$ cat config.mk
export PLATFORM = sky130hd
export DESIGN_NAME = fifo_wr_arbiter
export DESIGN_NICKNAME = d
export VERILOG_FILES = /design/src/rtl/fifo_arb_pkg.sv /design/src/rtl/fifo_wr_arbiter_rr_picker.sv /design/src/rtl/fifo_wr_arbiter.sv
export SDC_FILE = /design/constraint.sdc
export NUM_CORES = 1
export LEC_CHECK = 0
export CAP_MARGIN = 25
export CORE_MARGIN = 8
export CORE_UTILIZATION = 29
export CTS_BUF_LIST = sky130_fd_sc_hd__clkbuf_4
export DETAILED_ROUTE_END_ITERATION = 8
export PLACE_DENSITY = 0.84
export SETUP_SLACK_MARGIN = 0.15
export SYNTH_ARGS = -nofsm -noshare
export SYNTH_HDL_FRONTEND = slang
export SYNTH_SLANG_ARGS = --single-unit
$ cat constraint.sdc
create_clock -name clock -period 4 [get_ports clock]
set_input_delay 0.6 -clock clock [delete_from_list [all_inputs] [get_ports clock]]
set_output_delay 0.6 -clock clock [all_outputs]
set_load 0.005 [all_outputs]
$ cat src/rtl/fifo_arb_pkg.sv
// Shared types and helpers for the I2C TX FIFO write arbiter.
package fifo_arb_pkg;

  typedef enum logic {
    ST_IDLE = 1'b0,
    ST_LOCK = 1'b1
  } state_t;

  localparam int DEFAULT_TIMEOUT = 32'sd64;

  function automatic int clog2(input int value);
    int result;
    result = 32'sd0;
    for (int v = value - 32'sd1; v > 32'sd0; v = v >>> 1) begin
      result = result + 32'sd1;
    end
    return result;
  endfunction

endpackage

$ cat src/rtl/fifo_wr_arbiter_rr_picker.sv
// Combinational round-robin picker: first requester at or after (owner+1) mod NREQ.
module rr_picker
  import fifo_arb_pkg::*;
#(
  parameter int NREQ = 4,
  localparam int OW = clog2(NREQ)
) (
  input  logic [NREQ-1:0] req,
  input  logic [OW-1:0]   owner,
  output logic [OW-1:0]   pick,
  output logic            valid
);

  localparam logic [OW-1:0] LAST = OW'(NREQ - 1);
  localparam logic [OW-1:0] ONE  = OW'(1);
  localparam logic [OW:0]   WRAP = (OW+1)'(NREQ);

  logic [OW-1:0]   start;
  logic [NREQ-1:0] rotated;
  logic [OW-1:0]   enc;
  logic [OW:0]     sum;

  // rotate so the highest-priority requester lands at bit 0, encode, rotate back
  always_comb begin
    start   = (owner == LAST) ? '0 : owner + ONE;
    rotated = NREQ'({req, req} >> start);
    enc     = '0;
    for (int i = NREQ - 1; i >= 0; i--) begin
      if (rotated[i]) begin
        enc = OW'(i);
      end else begin
        enc = enc;
      end
    end
    sum = {1'b0, enc} + {1'b0, start};
    if (sum >= WRAP) begin
      pick = OW'(sum - WRAP);
    end else begin
      pick = sum[OW-1:0];
    end
    valid = |req;
  end

endmodule

$ cat src/rtl/fifo_wr_arbiter.sv
// Packet-locked round-robin write arbiter in front of the I2C-master TX FIFO.
// Optional stalled-owner release is enabled by defining ARB_IDLE_TIMEOUT_EN.
module fifo_wr_arbiter
  import fifo_arb_pkg::*;
#(
  parameter int NREQ   = 4,
  parameter int DWIDTH = 32
`ifdef ARB_IDLE_TIMEOUT_EN
  ,
  parameter int TIMEOUT = DEFAULT_TIMEOUT
`endif
) (
  input  logic                      clock,
  input  logic                      reset,
  input  logic [NREQ-1:0]           req,
  input  logic [NREQ-1:0]           req_last,
  input  logic [NREQ*DWIDTH-1:0]    req_data,
  output logic [NREQ-1:0]           gnt,
  output logic [NREQ-1:0]           ack,
  output logic                      fifo_wr_en,
  output logic [DWIDTH-1:0]         fifo_data_in,
  input  logic                      fifo_full,
  output logic                      busy,
  output logic [clog2(NREQ)-1:0]    owner,
  output logic                      timeout
);

  localparam int OW = clog2(NREQ);
  localparam logic [OW-1:0] LAST = OW'(NREQ - 1);

  state_t          state, state_next;
  logic [NREQ-1:0] gnt_next;
  logic [OW-1:0]   owner_next;
  logic            busy_next;
  logic            timeout_next;
  logic [OW-1:0]   pick;
  logic            pick_valid;
  logic            tmo_fire;
  logic            accept;
  logic [DWIDTH-1:0] words [NREQ];

  for (genvar g = 0; g < NREQ; g++) begin : g_words
    assign words[g] = req_data[g*DWIDTH +: DWIDTH];
  end

  rr_picker #(.NREQ(NREQ)) u_picker (
    .req   (req),
    .owner (owner),
    .pick  (pick),
    .valid (pick_valid)
  );

`ifdef ARB_IDLE_TIMEOUT_EN
  localparam logic [7:0] TMO_LAST = 8'(TIMEOUT - 1);
  logic [7:0] idle_cnt;

  assign tmo_fire = (state == ST_LOCK) & ~req[owner] & (idle_cnt == TMO_LAST);

  // count owner-silent LOCK cycles; zero everywhere else so LOCK entry starts clean
  always_ff @(posedge clock) begin
    if (!reset) begin
      idle_cnt <= 8'd0;
    end else if ((state != ST_LOCK) || req[owner]) begin
      idle_cnt <= 8'd0;
    end else begin
      idle_cnt <= idle_cnt + 8'd1;
    end
  end
`else
  assign tmo_fire = 1'b0;
`endif

  // owner's write path; only the owner can ever see an ack
  always_comb begin
    fifo_wr_en   = 1'b0;
    ack          = '0;
    fifo_data_in = '0;
    if (state == ST_LOCK) begin
      fifo_wr_en   = req[owner] & ~fifo_full;
      ack[owner]   = req[owner] & ~fifo_full;
      fifo_data_in = words[owner];
    end else begin
      fifo_wr_en   = 1'b0;
    end
  end

  assign accept = fifo_wr_en & req_last[owner];

  // next-state and next registered outputs
  always_comb begin
    state_next   = state;
    gnt_next     = gnt;
    owner_next   = owner;
    busy_next    = busy;
    timeout_next = 1'b0;
    case (state)
      ST_IDLE: begin
        if (pick_valid) begin
          state_next     = ST_LOCK;
          gnt_next       = '0;
          gnt_next[pick] = 1'b1;
          owner_next     = pick;
          busy_next      = 1'b1;
        end else begin
          state_next = ST_IDLE;
        end
      end
      ST_LOCK: begin
        if (accept || tmo_fire) begin
          state_next   = ST_IDLE;
          gnt_next     = '0;
          busy_next    = 1'b0;
          timeout_next = tmo_fire;
        end else begin
          state_next = ST_LOCK;
        end
      end
      default: begin
        state_next = ST_IDLE;
        gnt_next   = '0;
        busy_next  = 1'b0;
      end
    endcase
  end

  // state and output registers
  always_ff @(posedge clock) begin
    if (!reset) begin
      state   <= ST_IDLE;
      gnt     <= '0;
      owner   <= LAST;
      busy    <= 1'b0;
      timeout <= 1'b0;
    end else begin
      state   <= state_next;
      gnt     <= gnt_next;
      owner   <= owner_next;
      busy    <= busy_next;
      timeout <= timeout_next;
    end
  end

endmodule

## After elaboration in Yosys (flattened, before gate mapping)

Cells that the tools add are included.

- Logic and storage cells: 57
- Output and inout bits: 45
- Flip-flop bits (word level): 8
- Bits of input ports: 139

- Shift operators: 1
- Reductions and logical operators: 5
- Eq/ne operators: 3
- Mux-type cells: 29
- Bitwise logic cells: 6
- Order comparisons: 6
- Add/sub/neg operators: 3

Operators by type and width:

| operator | count |
|---|---|
| two-way mux 32 bit | 3 |
| binary-select mux 32 bit (select 2 bit) | 1 |
| two-way mux 2 bit | 6 |
| two-way mux 4 bit | 3 |
| two-way mux 1 bit | 9 |
| one-hot mux 4 bit (2 select lines) | 1 |
| right shift 8 x 2 -> 4 bit | 1 |
| greater-or-equal comparator 3 bit (second input constant) | 2 |
| < comparator 2 x 3 -> 1 bit (second input constant) | 2 |
| AND 4 bit | 1 |
| binary-select mux 1 bit (select 2 bit) | 2 |
| demux 1 bit (select 2 bit) | 2 |
| greater-or-equal comparator 2 x 1 -> 1 bit (second input constant) | 2 |
| one-hot mux 1 bit (2 select lines) | 2 |
| AND reduction 2 bit | 2 |
| OR reduction 4 bit | 1 |
| adder 2 x 2 -> 3 bit | 1 |
| NOT 2 -> 3 bit | 1 |
| adder 2 x 1 -> 2 bit (second input constant) | 1 |
| AND 1 bit | 2 |
| == test 2 bit (second input constant) | 1 |
| logical AND 1 bit | 2 |
| inequality test 2 x 1 -> 1 bit (second input constant) | 1 |
| inequality test 2 bit (second input constant) | 1 |
| other kinds (2) | 3 |

## Logic depth before layout (Yosys ltp)

Gate-level depths: netlist of the first run.

- Word-level depth: 16
- Depth in mapped cells: 13
- Mapped depth without buffers: 11

## Hierarchy

Synthesis of the first run repeated with hierarchy kept, for this count alone.

- Cell total of the unflattened synthesis: 136
- Area total of the unflattened synthesis: 1534.0 µm²

Modules (own cells, without submodules):

| module | instances | cells each | area an instance (µm²) | seq. area each (µm²) |
|---|---|---|---|---|
| fifo_wr_arbiter | 1 | 122 | 1435.1 | 160.2 |
| rr_picker | 1 | 14 | 98.8 | 0.0 |

## Worst setup path after synthesis of the first run

Ideal clock, no wire load.

- Path kind: flip-flop to flip-flop
- Start point: register owner[1]
- End point: register gnt[3]
- Path buffers: 2
- Clock period less this slack: 2890 ps
- Stages on the path, launching flop included: 13
- Setup slack: 1110 ps
- Library setup time: 117 ps
- Data required time: 3883 ps
- Data arrival time: 2773 ps
- Cell sequence: dfxtp_1 -> clkbuf_1 -> clkbuf_1 -> inv_1 -> ha_1 -> or2b_1 -> a21oi_1 -> a21oi_1 -> o21ai_0 -> ha_1 -> xor2_1 -> xnor2_1 -> a32o_2

- Cells in the longest elaborated chain, start to end: 16
- Elaborated cells on any way between the ends: 28
- Those cells by class: add/sub: 3; order compare: 3; eq/ne: 2; shift: 1; mux: 15; bitwise: 2; reduce/logical: 2

Ends and longest elaborated chain:

| item | line | text |
|---|---|---|
| from (decl) | fifo_wr_arbiter.sv:24 | `output logic [clog2(NREQ)-1:0] owner,` |
| from (signal assigned) | fifo_wr_arbiter.sv:137 | `owner <= owner_next;` |
| adder 2 x 1 -> 2 bit or == test 2 bit (tied branches) | fifo_wr_arbiter_rr_picker.sv:25 | `start = (owner == LAST) ? '0 : owner + ONE;` |
| two-way mux 2 bit | fifo_wr_arbiter_rr_picker.sv:25 |  |
| right shift 8 x 2 -> 4 bit | fifo_wr_arbiter_rr_picker.sv:26 | `rotated = NREQ'({req, req} >> start);` |
| two-way mux 2 bit (4 in a row) | fifo_wr_arbiter_rr_picker.sv:29 | `if (rotated[i]) begin` |
| adder 2 x 2 -> 3 bit | fifo_wr_arbiter_rr_picker.sv:35 | `sum = {1'b0, enc} + {1'b0, start};` |
| greater-or-equal comparator 3 bit or subtractor 2 x 1 -> 2 bit (tied branches) | fifo_wr_arbiter_rr_picker.sv:36, fifo_wr_arbiter_rr_picker.sv:37 |  |
| two-way mux 2 bit | fifo_wr_arbiter_rr_picker.sv:36 | `if (sum >= WRAP) begin` |
| < comparator 2 x 3 -> 1 bit (not written as such) or greater-or-equal comparator 2 x 1 -> 1 bit (tied branches) | fifo_wr_arbiter.sv:101 | `gnt_next[pick] = 1'b1;` |
| logical AND 1 bit (not written as such) | fifo_wr_arbiter.sv:101 |  |
| two-way mux 1 bit (not written as such) | fifo_wr_arbiter.sv:101 |  |
| demux 1 bit (select 2 bit) | fifo_wr_arbiter.sv:101 |  |
| two-way mux 4 bit | fifo_wr_arbiter.sv:98 | `if (pick_valid) begin` |
| one-hot mux 4 bit (2 select lines) | fifo_wr_arbiter.sv:96 | `case (state)` |
| to (signal assigned) | fifo_wr_arbiter.sv:136 | `gnt <= gnt_next;` |
| to (decl) | fifo_wr_arbiter.sv:18 | `output logic [NREQ-1:0] gnt,` |

Parallel ways exist; a longest one is shown, timed or not. The select of a mux whose other input is x is not followed.
A chain may end at the register's enable or synchronous reset.

## Worst setup path in the final report of the first run

- Start point: input req[0]
- End point: output ack[0]

- Cells in the longest elaborated chain, start to end: 5

Ends and longest elaborated chain:

| item | line | text |
|---|---|---|
| from (decl) | fifo_wr_arbiter.sv:15 | `input logic [NREQ-1:0] req,` |
| binary-select mux 1 bit (select 2 bit) | fifo_wr_arbiter.sv:80 | `ack[owner] = req[owner] & ~fifo_full;` |
| two-way mux 1 bit (not written as such) | fifo_wr_arbiter.sv:80 |  |
| AND 1 bit | fifo_wr_arbiter.sv:80 |  |
| AND 4 bit (no line) | - |  |
| two-way mux 4 bit | fifo_wr_arbiter.sv:78 | `if (state == ST_LOCK) begin` |
| to (decl) | fifo_wr_arbiter.sv:19 | `output logic [NREQ-1:0] ack,` |

No other way between the ends. The select of a mux whose other input is x is not followed.

==> results of run 1 <==
==> cell families after synthesis <==
| group | synth area share [%] |
|---|---|
| xor+xnor | 1.07 |
| other cells | 0.229 |
| buf+inv | 6.88 |
| mux | 46.8 |
| fa+ha+maj | 3.82 |
| simple gates | 22.3 |
| flops | 9.79 |
| compound gates | 9.10 |
==> how the worst max path moves through the flow <==
| stage | from | end | depth (start not counted) |
|---|---|---|---|
| final | req[0] | ack[0] | 5 |
| after detailed placement | req[0] | ack[0] | 5 |
| after CTS | req[0] | ack[0] | 5 |
| after global placement | req[0] | ack[0] | 5 |
| after floorplan | owner[1] | gnt[3] | 12 |
| after global routing | req[2] | ack[0] | 5 |
==> final cells by class <==
type / count / share of cell area (%)
timing repair buffer: 185 / 52.9
multi-input combinational: 126 / 38.8
sequential: 8 / 4.63
tap: 72 / 2.57
clock buffer: 3 / 0.641
inverter: 4 / 0.428
==> per-stage QoR <==
step	utilization (%)	hold WS, ps	setup WS (ps)	total power (uW)	instance area, um2
4_1_cts	64.2	464	669	1050	3510
3_3_place_gp	63.7	435	752	973	3490
6_report	64.2	462	660	1040	3510
2_1_floorplan	-	439	1110	596	1640
3_5_place_dp	63.7	451	671	990	3490
5_1_grt	64.2	494	586	1110	3510
==> registers in the layout (all words and copies together), names as in the netlist <==
register  cells
gnt           4
owner         2
busy          1
state         1
==> routing by layer <==
metal	wire length [um]	GRT usage (%)	part of all wire, %	up-vias
met5	0	0	0	-
met4	114	4.09	1.3	0
met3	637	4.36	7.4	8
met2	4500	36.9	52	99
met1	3340	22.0	39	970
li1	-	-	-	933
==> critical path: stages <==
cell and delay, ps:
clkdlybuf4s50_1 560, mux4_2 510, and3b_1 310, and2_2 240, clkdlybuf4s50_1 510
==> placed cells by master (no fill, tap or decap), types with 2 or more instances in the layout <==
| cell | netlist | layout |
|---|---|---|
| dfxtp_2 | 0 | 2 |
| clkbuf_4 | 0 | 3 |
| inv_1 | 3 | 3 |
| a21oi_1 | 4 | 4 |
| nand2_1 | 9 | 9 |
| buf_4 | 1 | 2 |
| clkdlybuf4s50_1 | 0 | 182 |
| and2_1 | 32 | 32 |
| mux4_2 | 34 | 34 |
| and2_2 | 4 | 4 |
| or2_2 | 2 | 2 |
| dfxtp_1 | 8 | 6 |
| o21ai_0 | 4 | 4 |
| nor2_1 | 12 | 12 |
| nor3_1 | 2 | 2 |
| ha_1 | 5 | 5 |
==> report_power, final <==
part	switching (uW)	internal (uW)
Clock	25.7	34.2
Sequential	53.0	104
Combinational	283	539
==> flow_summary_export.csv, run 1 <==
group,metric,value,unit
status,status,"finished clean",
clocking,cts_made_buffers,3,
clocking,clock-root-buffer,"clkbuf_4",
floorplanning,num_rows,27,
place,hpwl,7550,um
logic_synthesis,synth_cell_types,35,
logic_synthesis,synth_edf_count,0,
sta,slew_headroom,60.9,%
place,portBuffers,182,
detailed_routing,drt-pass1-iter-count,4,
power,p_leak,0.00132,uW
sta,rsz0062_at_grt,"no",
global_routing,grt_pass1_vias,2201,
run,maxCapViolCount,0,
logic_synthesis,synth_most_common_cell,"mux4_2",
clocking,cts_resized,0,
hold_path,min_path_cells,2,
setup_path,crit_arrival,2740,ps
logic_synthesis,ys_ff_latch,8,
hold_path,hold-path-endpoint,"gnt[0]",
clocking,h-tree-depth,1,
logic_synthesis,avgSynthCellArea,10.6,um2
clocking,cts_setup_buffers,0,
detailed_routing,num_vias,2010,
hold_path,hp-class,"register to register",
layout,drive_above_1_share,16.3,%
floorplanning,start_util,29.9,%
setup_path,worst-r2r-setup-slack,1230,ps
logic_synthesis,synth_flop_cell,"dfxtp_1",
logic_synthesis,yosys_warnings,0,
global_routing,grt_max_degree,36,
setup_path,cp-end-kind,"output port",
floorplanning,die_area,0.00830,mm2
floorplanning,die_width,91.1,um
sta,drv_slew,0,
global_routing,grt_pass1_wl,13000,um
logic_synthesis,ys_seq_area_share,9.79,%
detailed_routing,wl,8590,um
setup_path,reg2reg_from,"owner[1]",
setup_path,startpoint_type,"input port",
clocking,cts_tree,"done",
sta,max_freq,0.299,GHz
global_routing,antenna_found_initial,0,
sta,fin_tns_setup,0,ps
logic_synthesis,syn_inst,154,
clocking,cts_hold_buf,0,
floorplanning,die_h,91.1,um
clocking,clk_pin_slew_worst_paths,60,ps
logic_synthesis,async_flop_share,0,%
layout,areaGrowthSynthToFinish,115,%
clocking,clock_sinks,8,
sta,finalSetupViolCount,0,
detailed_routing,ant_nets,0,
power,ir_drop,0.134,mV
detailed_routing,viasPerCell,5.05,
power,p_per_area,296,mW/mm2
logic_synthesis,yosys-top-cells-count,"mux4_2 (34), and2_1 (32), nor2_1 (12)",
sta,tightestPinTransition,585,ps
sta,min_period,3340,ps
clocking,cts_buffer_depth,2,
layout,instances_no_fill,398,
hold_path,holdCritStartpoint,"gnt[0]",
setup_path,critPathRequiredTime,3400,ps
floorplanning,core,0.00547,mm2
detailed_routing,remaining_drc_errors,0,
setup_path,r2r_end,"gnt[3]",
logic_synthesis,yosysTopAreaCell,"mux4_2",
sta,fin_crit_sh,83.5,%
global_routing,grt_util_all_layers,19.7,%
place,dp.cells,395,
detailed_routing,initialDrtViolationCount,65,
sta,final-hold-violation-count,0,
layout,nets,472,
logic_synthesis,syn_area,0.00164,mm2
floorplanning,io_pins,184,
global_routing,grt.overflow.total,0,
setup_path,worstRegToRegCells,10,
logic_synthesis,syn_nets,298,
detailed_routing,wl_per_cell,21.6,um
layout,fillers,463,
logic_synthesis,yosys-top-cells-area,"mux4_2 (47%), and2_1 (12%), dfxtp_1 (9.8%)",
layout,antennaDiodeCount,0,
layout,multi_input_area,0.00136,mm2
setup_path,criticalPathCategory,"input port to output port",
logic_synthesis,synth_top_cell_area_share,46.8,%
clocking,clk_latency,250,ps
sta,fin_worst_skew,6.66,ps
layout,register_area,163,um2
setup_path,path_max_fanout,9,
place,globalplace.congestion,0.825,
No activity file was read; power rests on OpenSTA's default activity.
==> inputs of run 2 (changes only) <==
==> constraint.sdc (replaced) <==
create_clock -name clock -period 3.43 [get_ports clock]
set_input_delay 0.5145 -clock clock [delete_from_list [all_inputs] [get_ports clock]]
set_output_delay 0.5145 -clock clock [all_outputs]
set_load 0.005 [all_outputs]
==> run 2 against run 1 <==
Compared with the run above:
- die area unchanged
- worst setup slack got worse by 320 ps
- largest power group unchanged
- sequential power decreased by 5%
- clock power increased by 18%
- largest cell class unchanged
==> flow_summary_export.csv, run 2 (synthesis gave the netlist of run 1 again) <==
group,metric,value,unit
status,status,"finished clean",
place,globalplace.congestion,0.840,
detailed_routing,initialDrtViolationCount,49,
setup_path,crit_arrival,2580,ps
clocking,cts_tree,"done",
place,dp.cells,397,
setup_path,worstRegToRegCells,10,
sta,fin_crit_sh,90.2,%
clocking,cts_made_buffers,3,
setup_path,cp_cell_sequence,"clkdlybuf4s50_1, mux4_2, and3b_1, and2_2, clkdlybuf4s50_1",
layout,instances_no_fill,400,
setup_path,critPathBufInv,2,
setup_path,criticalPathCategory,"input port to output port",
setup_path,cp-end-kind,"output port",
sta,slew_headroom,61.0,%
global_routing,grt_pass1_wl,13300,um
power,p_total,1220,uW
detailed_routing,wl,8700,um
detailed_routing,remaining_drc_errors,0,
clocking,h-tree-depth,1,
layout,reg_top3,"gnt x4, owner x2",
setup_path,path_common_cell,"clkdlybuf4s50_1",
clocking,clock-root-buffer,"clkbuf_4",
layout,largest_reg_flops,4,
sta,final-hold-violation-count,0,
sta,tightestPinTransition,582,ps
hold_path,holdCritStartpoint,"busy",
sta,rsz0062_at_grt,"no",
clocking,cts_setup_buffers,0,
layout,nets,474,
sta,drv_slew,0,
setup_path,crit_family,"buffers and inverters",
floorplanning,start_util,29.9,%
detailed_routing,wl_per_cell,21.8,um
floorplanning,die_width,91.1,um
setup_path,critPathRequiredTime,2920,ps
power,p_per_area,345,mW/mm2
detailed_routing,num_vias,1998,
power,ir_drop,0.201,mV
setup_path,worst-r2r-setup-slack,750,ps
floorplanning,io_pins,184,
clocking,cts_hold_buf,0,
floorplanning,die_h,91.1,um
hold_path,hp-class,"register to register",
clocking,cts_buffer_depth,2,
hold_path,min_path_cells,2,
place,pre_cts_ws,313,ps
place,portBuffers,182,
clocking,clock_sinks,8,
floorplanning,die_area,0.00830,mm2
layout,drive_above_1_share,16.8,%
place,hpwl,7570,um
detailed_routing,drt-pass1-iter-count,4,
sta,worst_slack,336,ps
global_routing,antenna_found_initial,0,
layout,antennaDiodeCount,0,
power,p_leak,0.00132,uW
setup_path,worst_path_max_delay_cell,"clkdlybuf4s50_1",
floorplanning,core,0.00547,mm2
setup_path,r2r_end,"gnt[3]",
clocking,clk_latency,250,ps
sta,finalSetupViolCount,0,
floorplanning,num_rows,27,
layout,layout_common_cells,"clkdlybuf4s50_1 (182), mux4_2 (34), and2_1 (32)",
sta,max_freq,0.323,GHz
setup_path,reg2reg_from,"owner[0]",
layout,max_flop_register,"gnt",
sta,fin_tns_setup,0,ps
layout,final_common_cell,"clkdlybuf4s50_1",
global_routing,grt_max_degree,36,
sta,min_period,3090,ps
detailed_routing,ant_nets,0,
clocking,cts_resized,0,
setup_path,path_max_fanout,9,
setup_path,startpoint_type,"input port",
setup_path,critPathMaxStageDelay,540,ps
global_routing,grt_util_all_layers,20.3,%
detailed_routing,viasPerCell,5.00,
global_routing,grt_pass1_vias,2129,
global_routing,grt.overflow.total,0,
clocking,clk_pin_slew_worst_paths,50,ps
layout,areaGrowthSynthToFinish,115,%
sta,fin_worst_skew,3.84,ps
hold_path,hold-path-endpoint,"busy",
run,maxCapViolCount,0,
==> run 2: cell count changes in the layout (fill, tap and decap cells not counted) <==
cell | before | now
buf_4 | 2 | 4
==> run 2: worst max-delay path by stage <==
stage,from,endpoint,cells past startpoint
after floorplan,owner[1],gnt[3],12
after global placement,req[2],ack[0],5
after detailed placement,req[2],ack[0],5
after CTS,req[2],ack[0],5
after global routing,req[2],ack[0],5
final,req[2],ack[0],5
==> run 2: layer usage <==
layer	track usage, %	vias up	part of all wire [%]
li1	-	933	-
met1	23.1	969	40
met2	38.0	92	54
met3	4.53	4	5.9
met4	3.68	0	0.59
met5	0	-	0
==> run 2: per-stage QoR <==
step / area (um2) / hold WS (ps) / utilization, %
2_1_floorplan: 1640 / 439 / -
3_3_place_gp: 3500 / 436 / 64.0
3_5_place_dp: 3500 / 437 / 64.0
4_1_cts: 3530 / 443 / 64.4
5_1_grt: 3530 / 482 / 64.4
6_report: 3530 / 442 / 64.4
==> run 2: cell type report <==
cell class | instances | area [um2]
fillers | 455 | 1950
inverters | 4 | 15.0
flip-flops and latches | 8 | 163
well taps | 72 | 90.1
repair buffers | 187 | 1870
multi-input cells | 126 | 1360
clock buffers | 3 | 22.5
==> run 2: where the power goes <==
part	total, uW	switching [uW]	internal [uW]
logic	998	363	636
registers	149	27.7	121
clock network	70.5	30.6	39.9
total	1220	421	797
==> run 2: tightest hold or removal path: cells and delay by family, from the launching register on <==
family | cells | cell delay, ps
simple gates | 2 | 90
flops | 1 | 310
==> inputs of run 3 (changes only) <==
--- a/config.mk
+++ b/config.mk
@@ -11,7 +11,7 @@
 export CTS_BUF_LIST = sky130_fd_sc_hd__clkbuf_4
 export DETAILED_ROUTE_END_ITERATION = 8
 export PLACE_DENSITY = 0.84
-export SETUP_SLACK_MARGIN = 0.15
+export SETUP_SLACK_MARGIN = 0.4
 export SYNTH_ARGS = -nofsm -noshare
 export SYNTH_HDL_FRONTEND = slang
 export SYNTH_SLANG_ARGS = --single-unit
==> run 3 against run 2 <==
Compared with the run above:
- worst setup slack improved by 220 ps
- final area increased by 0.14%
- wire length increased by 0.10%
- via count decreased by 0.20%
- largest power group unchanged
- clock skew about the same
- largest cell class unchanged
==> flow_summary_export.csv, run 3 (synthesis gave the netlist of run 1 again) <==
group,metric,value,unit
floorplanning,start_util,29.9,%
global_routing,grt_pass1_vias,2129,
sta,finalSetupViolCount,0,
layout,reg_top3,"gnt x4, owner x2",
hold_path,hp-class,"register to register",
sta,holdWs,442,ps
sta,final-hold-violation-count,0,
clocking,cts_buffer_depth,2,
sta,min_period,2870,ps
detailed_routing,initialDrtViolationCount,50,
place,portBuffers,182,
floorplanning,io_pins,184,
layout,areaGrowthSynthToFinish,116,%
sta,drv_slew,0,
global_routing,antenna_found_initial,0,
sta,slew_headroom,61.0,%
layout,layout_common_cells,"clkdlybuf4s50_1 (179), mux4_2 (34), and2_1 (32)",
clocking,cts_made_buffers,3,
place,hpwl,7570,um
clocking,cts_setup_buffers,0,
detailed_routing,remaining_drc_errors,0,
setup_path,worstRegToRegCells,10,
floorplanning,num_rows,27,
setup_path,path_max_fanout,7,
clocking,clock_sinks,8,
detailed_routing,viasPerCell,4.99,
floorplanning,die_width,91.1,um
run,maxCapViolCount,0,
floorplanning,die_area,0.00830,mm2
global_routing,grt_max_degree,36,
layout,antennaDiodeCount,0,
setup_path,path_common_cell,"clkdlybuf4s50_1",
clocking,h-tree-depth,1,
detailed_routing,drt-pass1-iter-count,4,
clocking,cts_tree,"done",
sta,rsz0062_at_grt,"no",
sta,fin_crit_sh,83.7,%
detailed_routing,num_vias,1994,
sta,max_freq,0.348,GHz
layout,drive_above_1_share,17.1,%
clocking,clk_pin_slew_worst_paths,50,ps
layout,largest_reg_flops,4,
clocking,clk_latency,250,ps
layout,nets,474,
global_routing,grt_util_all_layers,20.3,%
global_routing,grt_pass1_wl,13300,um
detailed_routing,wl,8710,um
global_routing,grt.overflow.total,0,
sta,fin_tns_setup,0,ps
detailed_routing,wl_per_cell,21.8,um
setup_path,criticalPathCategory,"input port to output port",
floorplanning,die_h,91.1,um
setup_path,critPathMaxStageDelay,470,ps
detailed_routing,ant_nets,0,
setup_path,worst-r2r-setup-slack,750,ps
clocking,clock-root-buffer,"clkbuf_4",
setup_path,startpoint_type,"input port",
layout,max_flop_register,"gnt",
status,status,"finished clean",
hold_path,min_path_cells,2,
setup_path,crit_arrival,2360,ps
setup_path,cp-end-kind,"output port",
power,ir_drop,0.198,mV
power,p_leak,0.00134,uW
sta,fin_worst_skew,3.82,ps
place,globalplace.congestion,0.840,
setup_path,worst_path_max_delay_cell,"clkdlybuf4s50_1",
setup_path,cp_cell_sequence,"clkdlybuf4s50_1, mux4_2, and3b_2, and2_2, clkdlybuf4s50_1",
sta,tightestPinTransition,583,ps
layout,final_common_cell,"clkdlybuf4s50_1",
setup_path,critPathRequiredTime,2920,ps
power,p_per_area,345,mW/mm2
floorplanning,core,0.00547,mm2
## run 3: changes by cell type in the layout (fill, tap and decap cells not counted)
cell,before,now
clkdlybuf4s50_1,182,179
dlymetal6s2s_1,0,2
dlygate4sd2_1,0,1
and3b_1,1,0
and3b_2,0,1
## run 3: area by class of cell
cell class / instances / area, um2
clock buffer: 3 / 22.5
fill: 454 / 1940
inverter: 4 / 15.0
multi-input combinational: 126 / 1370
sequential: 8 / 163
tap: 72 / 90.1
timing repair buffer: 187 / 1880
## run 3: repair_timing
item | in CTS | in global routing
pin swaps | 1 | 0
hold buffers | 0 | 0
gates resized for setup | 2 | 2
setup endpoints to repair | 4 | 4
## run 3: path summary, 6_finish.rpt
| path | startpoint | end |
|---|---|---|
| worst max-delay path | req[0] | ack[0] |
| worst min-delay path | busy | busy |
| worst max register to register | owner[0] | gnt[3] |
| worst min register to register | busy | busy |
## run 3: power breakdown
group          switching, uW  leakage, uW  internal [uW]
Clock                   30.6    0.0000138           39.9
Combinational            362      0.00126            635
Sequential              27.8    0.0000657            121
Total                    421      0.00134            796
## run 3: layer usage
layer / vias to the layer above / routed length [um] / global-route usage, %
met5: - / 0 / 0
met4: 0 / 51 / 3.68
met3: 4 / 500 / 4.53
met2: 85 / 4660 / 38.0
met1: 971 / 3500 / 23.1
li1: 934 / - / -
## run 3: worst max-delay path: cells and delay by family
kind | cells | cell delay, ps
buffers and inverters | 2 | 890
muxes | 1 | 450
and+or+nand+nor | 2 | 500
## run 3: metrics by stage
stage	util (%)	power, uW	cell area (um2)	setup slack, ps	std cells
global route	64.5	1300	3530	488	400
detailed placement	64.0	1160	3500	313	397
global placement	64.0	1140	3500	361	397
floorplan	-	695	1640	540	154
CTS	64.4	1230	3530	400	400
finish	64.5	1220	3530	559	400
